**config.mk**
```make
export PLATFORM = sky130hd
export DESIGN_NAME = rx_uart_module
export DESIGN_NICKNAME = d
export VERILOG_FILES = /design/src/rtl/rx_uart_module_pkg.sv /design/src/rtl/rx_bps_module.sv /design/src/rtl/rx_uart_module.sv
export SDC_FILE = /design/constraint.sdc
export NUM_CORES = 1
export LEC_CHECK = 0
export CAP_MARGIN = 5
export CORE_ASPECT_RATIO = 1.2
export CORE_UTILIZATION = 45
export CTS_CLUSTER_SIZE = 12
export DETAILED_ROUTE_END_ITERATION = 8
export PLACE_DENSITY_LB_ADDON = 0.08
export SLEW_MARGIN = 20
export SYNTH_ARGS = -nofsm -noshare
export SYNTH_HDL_FRONTEND = slang
export SYNTH_SLANG_ARGS = --single-unit
export TNS_END_PERCENT = 100
```
**constraint.sdc**
```tcl
create_clock -name CLK -period 1.9 [get_ports CLK]
set_input_delay 0.285 -clock CLK [delete_from_list [all_inputs] [get_ports CLK]]
set_output_delay 0.285 -clock CLK [all_outputs]
set_load 0.02 [all_outputs]
```
**src/rtl/rx_uart_module_pkg.sv**
```systemverilog
// Shared UART definitions: frame-state encoding and default 50 MHz / 9600 baud bit timing.
package rx_uart_module_pkg;

  localparam int unsigned UartClksPerBit = 5208;
  localparam int unsigned UartHalfBit    = 2604;
  localparam int unsigned UartCntW       = 13;

  typedef enum logic [1:0] {
    StIdle,
    StStart,
    StData,
    StStop
  } uart_state_e;

endpackage

```
**src/rtl/rx_bps_module.sv**
```systemverilog
// Receive bit timer: counts CLK cycles within a bit and strobes at the bit centre.
module rx_bps_module
  import rx_uart_module_pkg::*;
#(
  parameter int unsigned CLKS_PER_BIT = UartClksPerBit,
  parameter int unsigned HALF_BIT     = UartHalfBit
) (
  input  logic CLK,
  input  logic RSTn,
  input  logic Count_Sig,
  output logic BPS_CLK
);

  logic [UartCntW-1:0] cnt_q, cnt_d;

  // Counter sits at zero whenever counting is disabled, so a new frame always starts from 0.
  always_comb begin
    cnt_d = '0;
    if (Count_Sig && (cnt_q != UartCntW'(CLKS_PER_BIT - 1))) begin
      cnt_d = cnt_q + 1'b1;
    end
  end

  always_ff @(posedge CLK or negedge RSTn) begin
    if (!RSTn) begin
      cnt_q <= '0;
    end else begin
      cnt_q <= cnt_d;
    end
  end

  assign BPS_CLK = Count_Sig && (cnt_q == UartCntW'(HALF_BIT));

endmodule

```
**src/rtl/rx_uart_module.sv**
```systemverilog
// 8N1 UART receiver: synchronizes the line, detects the start edge and samples each bit centre.
module rx_uart_module
  import rx_uart_module_pkg::*;
#(
  parameter int unsigned CLKS_PER_BIT = UartClksPerBit,
  parameter int unsigned HALF_BIT     = UartHalfBit
) (
  input  logic       CLK,
  input  logic       RSTn,
  input  logic       RX_Pin_In,
  input  logic       Rx_En_Sig,
  output logic [7:0] Rx_Data,
  output logic       Rx_Done_Sig,
  output logic       Frame_Err_Sig,
  output logic       Rx_Busy
);

  uart_state_e state_q, state_d;
  logic [2:0]  idx_q, idx_d;
  logic [7:0]  shift_q, shift_d;
  logic [7:0]  data_q, data_d;
  logic        done_q, done_d;
  logic        err_q, err_d;
  logic        sync1_q, sync2_q, prev_q;
  logic        line;
  logic        fall;
  logic        strobe;
  logic        count_en;

  assign line = sync2_q;
  assign fall = prev_q && !sync2_q && Rx_En_Sig && (state_q == StIdle);

  // Counting stops the same cycle enable drops, so the counter is already 0 when IDLE is entered.
  assign count_en = (state_q != StIdle) && Rx_En_Sig;

  rx_bps_module #(
    .CLKS_PER_BIT(CLKS_PER_BIT),
    .HALF_BIT    (HALF_BIT)
  ) u_bps (
    .CLK      (CLK),
    .RSTn     (RSTn),
    .Count_Sig(count_en),
    .BPS_CLK  (strobe)
  );

  always_comb begin
    state_d = state_q;
    idx_d   = idx_q;
    shift_d = shift_q;
    data_d  = data_q;
    done_d  = 1'b0;
    err_d   = 1'b0;
    if (!Rx_En_Sig) begin
      state_d = StIdle;
      idx_d   = '0;
    end else begin
      unique case (state_q)
        StIdle: begin
          if (fall) state_d = StStart;
        end
        StStart: begin
          if (strobe) begin
            if (!line) begin
              state_d = StData;
              idx_d   = '0;
            end else begin
              state_d = StIdle;
            end
          end
        end
        StData: begin
          if (strobe) begin
            shift_d[idx_q] = line;
            if (idx_q == 3'd7) state_d = StStop;
            else               idx_d   = idx_q + 3'd1;
          end
        end
        StStop: begin
          // Leave at the stop-bit centre so a back-to-back start edge is not missed.
          if (strobe) begin
            state_d = StIdle;
            if (line) begin
              data_d = shift_q;
              done_d = 1'b1;
            end else begin
              err_d = 1'b1;
            end
          end
        end
        default: state_d = StIdle;
      endcase
    end
  end

  always_ff @(posedge CLK or negedge RSTn) begin
    if (!RSTn) begin
      state_q <= StIdle;
      idx_q   <= '0;
      shift_q <= '0;
      data_q  <= '0;
      done_q  <= 1'b0;
      err_q   <= 1'b0;
      sync1_q <= 1'b1;
      sync2_q <= 1'b1;
      prev_q  <= 1'b1;
    end else begin
      state_q <= state_d;
      idx_q   <= idx_d;
      shift_q <= shift_d;
      data_q  <= data_d;
      done_q  <= done_d;
      err_q   <= err_d;
      sync1_q <= RX_Pin_In;
      sync2_q <= sync1_q;
      prev_q  <= sync2_q;
    end
  end

  assign Rx_Data       = data_q;
  assign Rx_Done_Sig   = done_q;
  assign Frame_Err_Sig = err_q;
  assign Rx_Busy       = (state_q != StIdle);

endmodule

```
==> results of run 1 <==
[synth_stat cells, drive strengths merged, types with 2 or more instances]
library cell,instances
dfrtp,36
nor2,25
mux2,17
nand2,10
nand4,8
buf,7
nand3,7
xnor2,7
inv,5
nor3,5
nor4,5
xor2,5
and4bb,4
ha,4
a21oi,3
dfstp,3
a22o,2
and3,2
and4b,2
nand2b,2
[how the worst max path moves through the flow]
stage / start / endpoint / slack, ns / depth (start not counted)
2_1_floorplan: u_bps.cnt_q[0]$_DFF_PN0_ / shift_q[2]$_DFFE_PN0P_ / 0.28 / 6
3_3_place_gp: Rx_En_Sig / shift_q[2]$_DFFE_PN0P_ / 0.06 / 5
3_5_place_dp: Rx_En_Sig / shift_q[0]$_DFFE_PN0P_ / 0.003 / 5
4_1_cts: u_bps.cnt_q[0]$_DFF_PN0_ / Rx_Data[3]$_DFFE_PN0P_ / 0.06 / 6
5_1_grt: u_bps.cnt_q[0]$_DFF_PN0_ / Rx_Data[2]$_DFFE_PN0P_ / -0.02 / 6
6_report: u_bps.cnt_q[0]$_DFF_PN0_ / shift_q[2]$_DFFE_PN0P_ / 0.07 / 6
[area by class of cell]
cell class                 instances  area (um2)  area share, %
clock inverter                     2        35.0           1.55
sequential                        39         980           43.4
timing repair buffer              22         209           9.25
multi-input combinational        117         867           38.4
tap                               54        67.6           2.99
clock buffer                       6        82.6           3.65
inverter                           5        18.8          0.831
[report_power, final]
| group | internal (uW) | switching (uW) | leakage [uW] |
|---|---|---|---|
| registers | 838 | 5.62 | 0.000534 |
| logic | 23.2 | 38.1 | 0.000399 |
| clock network | 425 | 281 | 0.0000612 |
[cells by family after synthesis]
family | count (synthesis) | share of synthesized area [%]
AOI/OAI and AO/OA | 6 | 2.16
xor gates and xnor gates | 12 | 5.50
adders and majority gates | 4 | 2.62
buffers and inverters | 13 | 3.80
DFF | 39 | 51.3
muxes | 18 | 10.6
and+or+nand+nor | 77 | 24.1
[state kept, by name, summed over array words and instances (netlist names)]
name / cells
u_bps.cnt_q: 13
Rx_Data: 8
shift_q: 8
idx_q: 3
state_q: 2
Frame_Err_Sig: 1
Rx_Done_Sig: 1
line: 1
prev_q: 1
sync1_q: 1
[through the flow]
step | total power, uW | area (um2)
2_1_floorplan | 882 | 1910
3_3_place_gp | 921 | 2120
3_5_place_dp | 922 | 2120
4_1_cts | 1640 | 2250
5_1_grt | 1690 | 2260
6_report | 1610 | 2260
[routing by layer]
layer / part of all wire [%] / wire [um]
met1: 46 / 1610
met2: 49 / 1750
met3: 3.6 / 129
met4: 1.4 / 51
met5: 0 / 0
[what timing repair did]
item / in CTS / in global routing
gates resized for setup: 1 / 3
hold buffers: 1 / 0
pin swaps: 0 / 1
setup endpoints to repair: 1 / 10
endpoints found under the hold margin: 16 / 0
==> impl_results.md, run 1 <==
- DP Worst Slack: 0.00310 ns
- Worst-Margin Slew: 0.468 ns
- Final hold vios: 0
- RSZ-0062 raised after global routing: yes
- Die Footprint: 4510 um2
- P per Cell Area: 712 nW/um2
- Crit path buf inv count: 1
- CP Cell Sequence: inv_1 -> ha_2 -> and4bb_2 -> nand4_1 -> nor3_1 -> mux2_2
- Post-synth top area cell: dfrtp_1
- Final WL: 3540 um
- Placed insts: 236
- Slowest CP cell: dfrtp_1
- Clock buffer depth: 2
- Sequential share of the synthesized area: 51.3%
- Most crowded layer after global routing: met2
- Leakage: 0.000994 uW
- Largest delay contributor family on the critical path: simple AND/OR/NAND/NOR gates
- Router iterations before antenna repair: 4
- YS warnings: 0
- Worst R2R End: shift_q[2]$_DFFE_PN0P_
- Final min period: 1.83 ns
- Core ar.: 4000 um2
- Fin crit share: 96.3%
- WHS: 0.359 ns
- Fin util: 56.4%
- CP peak stage delay: 0.42 ns
- Met2 Usage GRT: 30.1%
- Asr flop ratio synth: 100%
- Yosys reg bits: 39
- Post-DRT Antenna Nets: 0
- Core Rows: 25
- Die W: 61.5 um
- Root buffer cell: clkbuf_8
- Die Ht: 73.4 um
- Crit path launch type: flip-flop
- DRC violations left: 0
- CP Class: reg -> reg
- DRT iter0 DRCs: 76
- Initial Utilization: 47.7%
- Reg2reg setup slack: 0.07 ns
- GRT Total Usage: 18.5%
- Vias in the first global route: 1,310
- Most common cell after layout, fill and taps aside: dfrtp_1
- CTS sink cnt: 39
- Synth Cell Area: 1910 um2
- CTS tree: yes
- Status: finished, final reports clean
- Worst R2R Start: u_bps.cnt_q[0]$_DFF_PN0_
- Global-route wire length before repair: 6060 um
- Cell depth of the worst hold path: 0
- Aggregate global routing overflow: 0
- DR vias/cell: 5.31
- Worst Hold Launch: sync1_q$_DFF_PN1_
- Worst-Skew Late Latency: 0.29 ns
- Postcts setup bufs: 0
- Non-Filler Instances: 245
- Cells after Synth: 169
- Fin nets: 198
- Hpwl dp: 2570 um
- CP max FO: 4
- Final antenna diode count: 0
- Hold EP: line$_DFF_PN1_
- Cts bufs inserted: 5
- Setup TNS: 0 ns
- Wire per inst: 14.5 um
- Port buffer count: 14
- Post-synth top area share: 47.2%
- Syn nets: 177
- Fin. max-slew vios: 0
- Ratio of cells with drive above 1 in the final layout: 25.1%
- Synth Area per Inst: 11.3 um2
- Via count: 1,300
- Crit end category: flip-flop
- H-tree depth: 2
- Final worst setup slack: 0.0711 ns
- Max Clk Rate: 0.547 GHz
- Normalized max-slew margin: 68.7%
- Max cap viols: 0
- Largest net degree at the start of global routing: 21
- Global-route met1 utilization: 23.0%
- # setup viols final: 0
- Most frequent cells in the layout: 36 x dfrtp_1, 24 x nor2_1, 17 x mux2_2
- Area growth syn-to-layout: 18.3%
- FILL cells: 377
- # IOs: 15
- Worst R2R Path Depth: 6
- Path type of the worst min-delay path: reg -> reg
- GR Util met3: 5.11%
- GP Congestion: 0.830
- Main synth FF type: dfrtp_1
- Post-synth EDFFs: 0
- Crit path DAT: 2.00 ns
- Worst ir drop on vdd: 0.458 mV
- Final setup skew: 0.00573 ns
- Worst endpoint required time: 2.07 ns
- Unique cell type count in the Yosys netlist: 37
- Top post-synthesis cells by area: dfrtp_1 47%, mux2_2 10%, nor2_1 4.7%
- Initial antenna violation count: 0
- Worst-path clk slew: 0.08 ns
(Power assumes the default switching activity.)
==> run 2, diff against run 1 <==
--- a/config.mk
+++ b/config.mk
@@ -7,9 +7,10 @@
 export LEC_CHECK = 0
 export CAP_MARGIN = 5
 export CORE_ASPECT_RATIO = 1.2
-export CORE_UTILIZATION = 45
+export CORE_UTILIZATION = 38
 export CTS_CLUSTER_SIZE = 12
 export DETAILED_ROUTE_END_ITERATION = 8
+export HOLD_SLACK_MARGIN = 0.15
 export PLACE_DENSITY_LB_ADDON = 0.08
 export SLEW_MARGIN = 20
 export SYNTH_ARGS = -nofsm -noshare
==> run 2 against run 1 <==
  * Hold slack better by 0.0020 ns
  * Critical path depth unchanged
  * Power up 6.9%
  * Sequential share of layout area fell by 0.14 points
  * Fmax grew 2.7%
  * Sequential power hardly changed
  * Flip-flop and latch count unchanged
  * Combinational power down 10%
  * Clock skew is 0.00078 ns lower
  * Die area grew 18%
  * Largest cell class unchanged
==> impl_results.md, run 2 (synthesis results as in run 1) <==
- CP max FO: 4 (unchanged)
- Top sig layer: met4 (unchanged)
- Crit end category: flip-flop (unchanged)
- FILL cells: 414 (was 377)
- Initial Utilization: 40.7% (was 47.7%)
- Die Ht: 79.7 um (was 73.4 um)
- Crit path DAT: 1.96 ns (was 2.00 ns)
- Slowest CP cell: dfrtp_1 (unchanged)
- Area growth syn-to-layout: 18.9% (was 18.3%)
- CTS sink cnt: 39 (unchanged)
- Worst-path clk slew: 0.08 ns (about the same)
- Vias in the first global route: 1,256 (was 1,310)
- Post-DRT Antenna Nets: 0 (unchanged)
- Ratio of cells with drive above 1 in the final layout: 24.5% (was 25.1%)
- CP Cell Sequence: inv_1 -> ha_1 -> and4bb_2 -> nand4_1 -> nor2_1 -> mux2_2 (was inv_1 -> ha_2 -> and4bb_2 -> nand4_1 -> nor3_1 -> mux2_2)
- Net Switching: 340 uW (was 324 uW)
- Reg area: 981 um2 (was 980 um2)
- Final WL: 3560 um (was 3540 um)
- Crit path launch: u_bps.cnt_q[0]$_DFF_PN0_ (unchanged)
- Router iterations before antenna repair: 4 (unchanged)
- Core ar.: 4700 um2 (was 4000 um2)
- Largest register FFs: 13 (unchanged)
- Sequential power share: 49.1% (was 52.4%)
- Reg2reg setup slack: 0.12 ns (was 0.07 ns)
- Fin crit share: 93.7% (was 96.3%)
- Final min period: 1.78 ns (was 1.83 ns)
- Fin nets: 199 (was 198)
- Root buffer cell: clkbuf_8 (unchanged)
- Comb pwr share: 3.2% (was 3.8%)
- Port buffer count: 14 (unchanged)
- Overall power: 1720 uW (was 1610 uW)
- Clock buffer depth: 2 (unchanged)
- Worst R2R End: shift_q[5]$_DFFE_PN0P_ (was shift_q[2]$_DFFE_PN0P_)
- Worst endpoint required time: 2.08 ns (was 2.07 ns)
- Most frequent cells in the layout: 35 x dfrtp_1, 24 x nor2_1, 17 x mux2_2 (was 36 x dfrtp_1, 24 x nor2_1, 17 x mux2_2)
- Crit path launch type: flip-flop (unchanged)
- Met2 WL: 1780 um (was 1750 um)
- Wl on met1: 1580 um (was 1610 um)
- H-tree depth: 2 (unchanged)
- Largest net degree at the start of global routing: 40 (was 21)
- Multi-input combinational cell area: 857 um2 (was 867 um2)
- Internal: 1380 uW (was 1290 uW)
- Initial antenna violation count: 0 (unchanged)
- Final setup skew: 0.00495 ns (was 0.00573 ns)
- Core Rows: 27 (was 25)
- Worst ir drop on vdd: 0.430 mV (was 0.458 mV)
- GRT Total Usage: 15.7% (was 18.5%)
- Final antenna diode count: 0 (unchanged)
- P per Cell Area: 758 nW/um2 (was 712 nW/um2)
- Crit path capture: shift_q[5]$_DFFE_PN0P_ (was shift_q[2]$_DFFE_PN0P_)
- Most flop-heavy register: u_bps.cnt_q (unchanged)
- Die Footprint: 5310 um2 (was 4510 um2)
- Switching part of the total: 19.8% (was 20.1%)
- DP Worst Slack: 0.00706 ns (was 0.00310 ns)
- GP Congestion: 0.760 (was 0.830)
- CP Class: reg -> reg (unchanged)
- Worst R2R Path Depth: 6 (unchanged)
- Via count: 1,313 (was 1,300)
- Global-route wire length before repair: 6040 um (was 6060 um)
- Aggregate global routing overflow: 0 (unchanged)
- Clock group share of total power: 47.7% (was 43.8%)
- Final worst setup slack: 0.119 ns (was 0.0711 ns)
- DR vias/cell: 5.25 (was 5.31)
- Worst-Margin Slew: 0.484 ns (was 0.468 ns)
- # IOs: 15 (unchanged)
- CTS tree: yes (unchanged)
- # setup viols final: 0 (unchanged)
- Wire per inst: 14.3 um (was 14.5 um)
- Leakage: 0.000991 uW (was 0.000994 uW)
- Cts bufs inserted: 5 (unchanged)
- Hpwl dp: 2550 um (was 2570 um)
- Normalized max-slew margin: 67.7% (was 68.7%)
- CP peak stage delay: 0.41 ns (was 0.42 ns)
- RSZ-0062 raised after global routing: yes (unchanged)
- Postcts setup bufs: 0 (unchanged)
- Worst R2R Start: u_bps.cnt_q[0]$_DFF_PN0_ (unchanged)
- Fin. max-slew vios: 0 (unchanged)
- Path type of the worst min-delay path: reg -> reg (unchanged)
- Routed length on met3: 120 um (was 129 um)
- Max Clk Rate: 0.562 GHz (was 0.547 GHz)
- Most common cell after layout, fill and taps aside: dfrtp_1 (unchanged)
- DRC violations left: 0 (unchanged)
- Die W: 66.7 um (was 61.5 um)
- DRT iter0 DRCs: 59 (was 76)
- Final hold vios: 0 (unchanged)
- Worst-Skew Late Latency: 0.29 ns (about the same)
- Fin util: 48.3% (was 56.4%)
- Max cap viols: 0 (unchanged)
- Status: finished, final reports clean (unchanged)
-- run 2: changes by cell type in the layout (fill, tap and decap cells not counted), sizes merged --
cell and change:
bufinv +1, clkinvlp +1, clkbuf -1, buf +1, clkinv -1
-- run 2: worst min path at each step --
stage                     slack (ns)                      end               from  cells after the start
final                           0.36           line$_DFF_PN1_  sync1_q$_DFF_PN1_                      0
after detailed placement        0.35           line$_DFF_PN1_  sync1_q$_DFF_PN1_                      0
after global routing            0.37           line$_DFF_PN1_  sync1_q$_DFF_PN1_                      0
after floorplan                -0.01  Frame_Err_Sig$_DFF_PN0_               RSTn                      0
after global placement          0.35           line$_DFF_PN1_  sync1_q$_DFF_PN1_                      0
after CTS                       0.36           line$_DFF_PN1_  sync1_q$_DFF_PN1_                      0
-- run 2: power groups by stage --
stage               logic [uW]  registers (uW)  clock network (uW)
global placement          56.2             860                   0
finish                    55.2             845                 821
CTS                       57.5             845                 850
floorplan                 25.7             856                   0
detailed placement        56.8             861                   0
global route              63.1             846                 886
-- run 2: cell type report --
type                            instances  share of cell area [%]
Sequential cell                        39                    43.2
Multi-Input combinational cell        117                    37.8
Timing Repair Buffer                   23                    8.99
Tap cell                               58                    3.20
Clock buffer                            5                    3.03
Clock inverter                          3                    2.98
Inverter                                5                   0.827
-- run 2: layer usage --
layer	global-route usage, %	vias to the layer above
li1	-	637
met1	18.6	629
met2	25.9	35
met3	4.43	12
met4	7.02	0
met5	0	-
-- run 2: repair_timing --
action,in CTS,in global routing
resized for setup,2,0
gates cloned,0,0
hold buffers,1,0
endpoints found under the setup margin,1,1
hold endpoints to repair,36,0
-- run 2: worst max-delay path, delay by kind of cell, from the launching register on --
kind / cells / cell delay (ns)
fa+ha+maj: 1 / 0.18
mux: 1 / 0.35
simple gates: 3 / 0.66
buf+inv: 1 / 0.07
flops: 1 / 0.41
-- run 2: metrics by stage --
stage | hold WS, ns | instance area, um2 | setup TNS [ns] | instances
floorplan | -0.0106 | 1910 | 0 | 169
global placement | 0.347 | 2120 | 0 | 241
detailed placement | 0.352 | 2120 | 0 | 241
CTS | 0.363 | 2270 | 0 | 250
global route | 0.368 | 2270 | -0.0104 | 250
finish | 0.361 | 2270 | 0 | 250
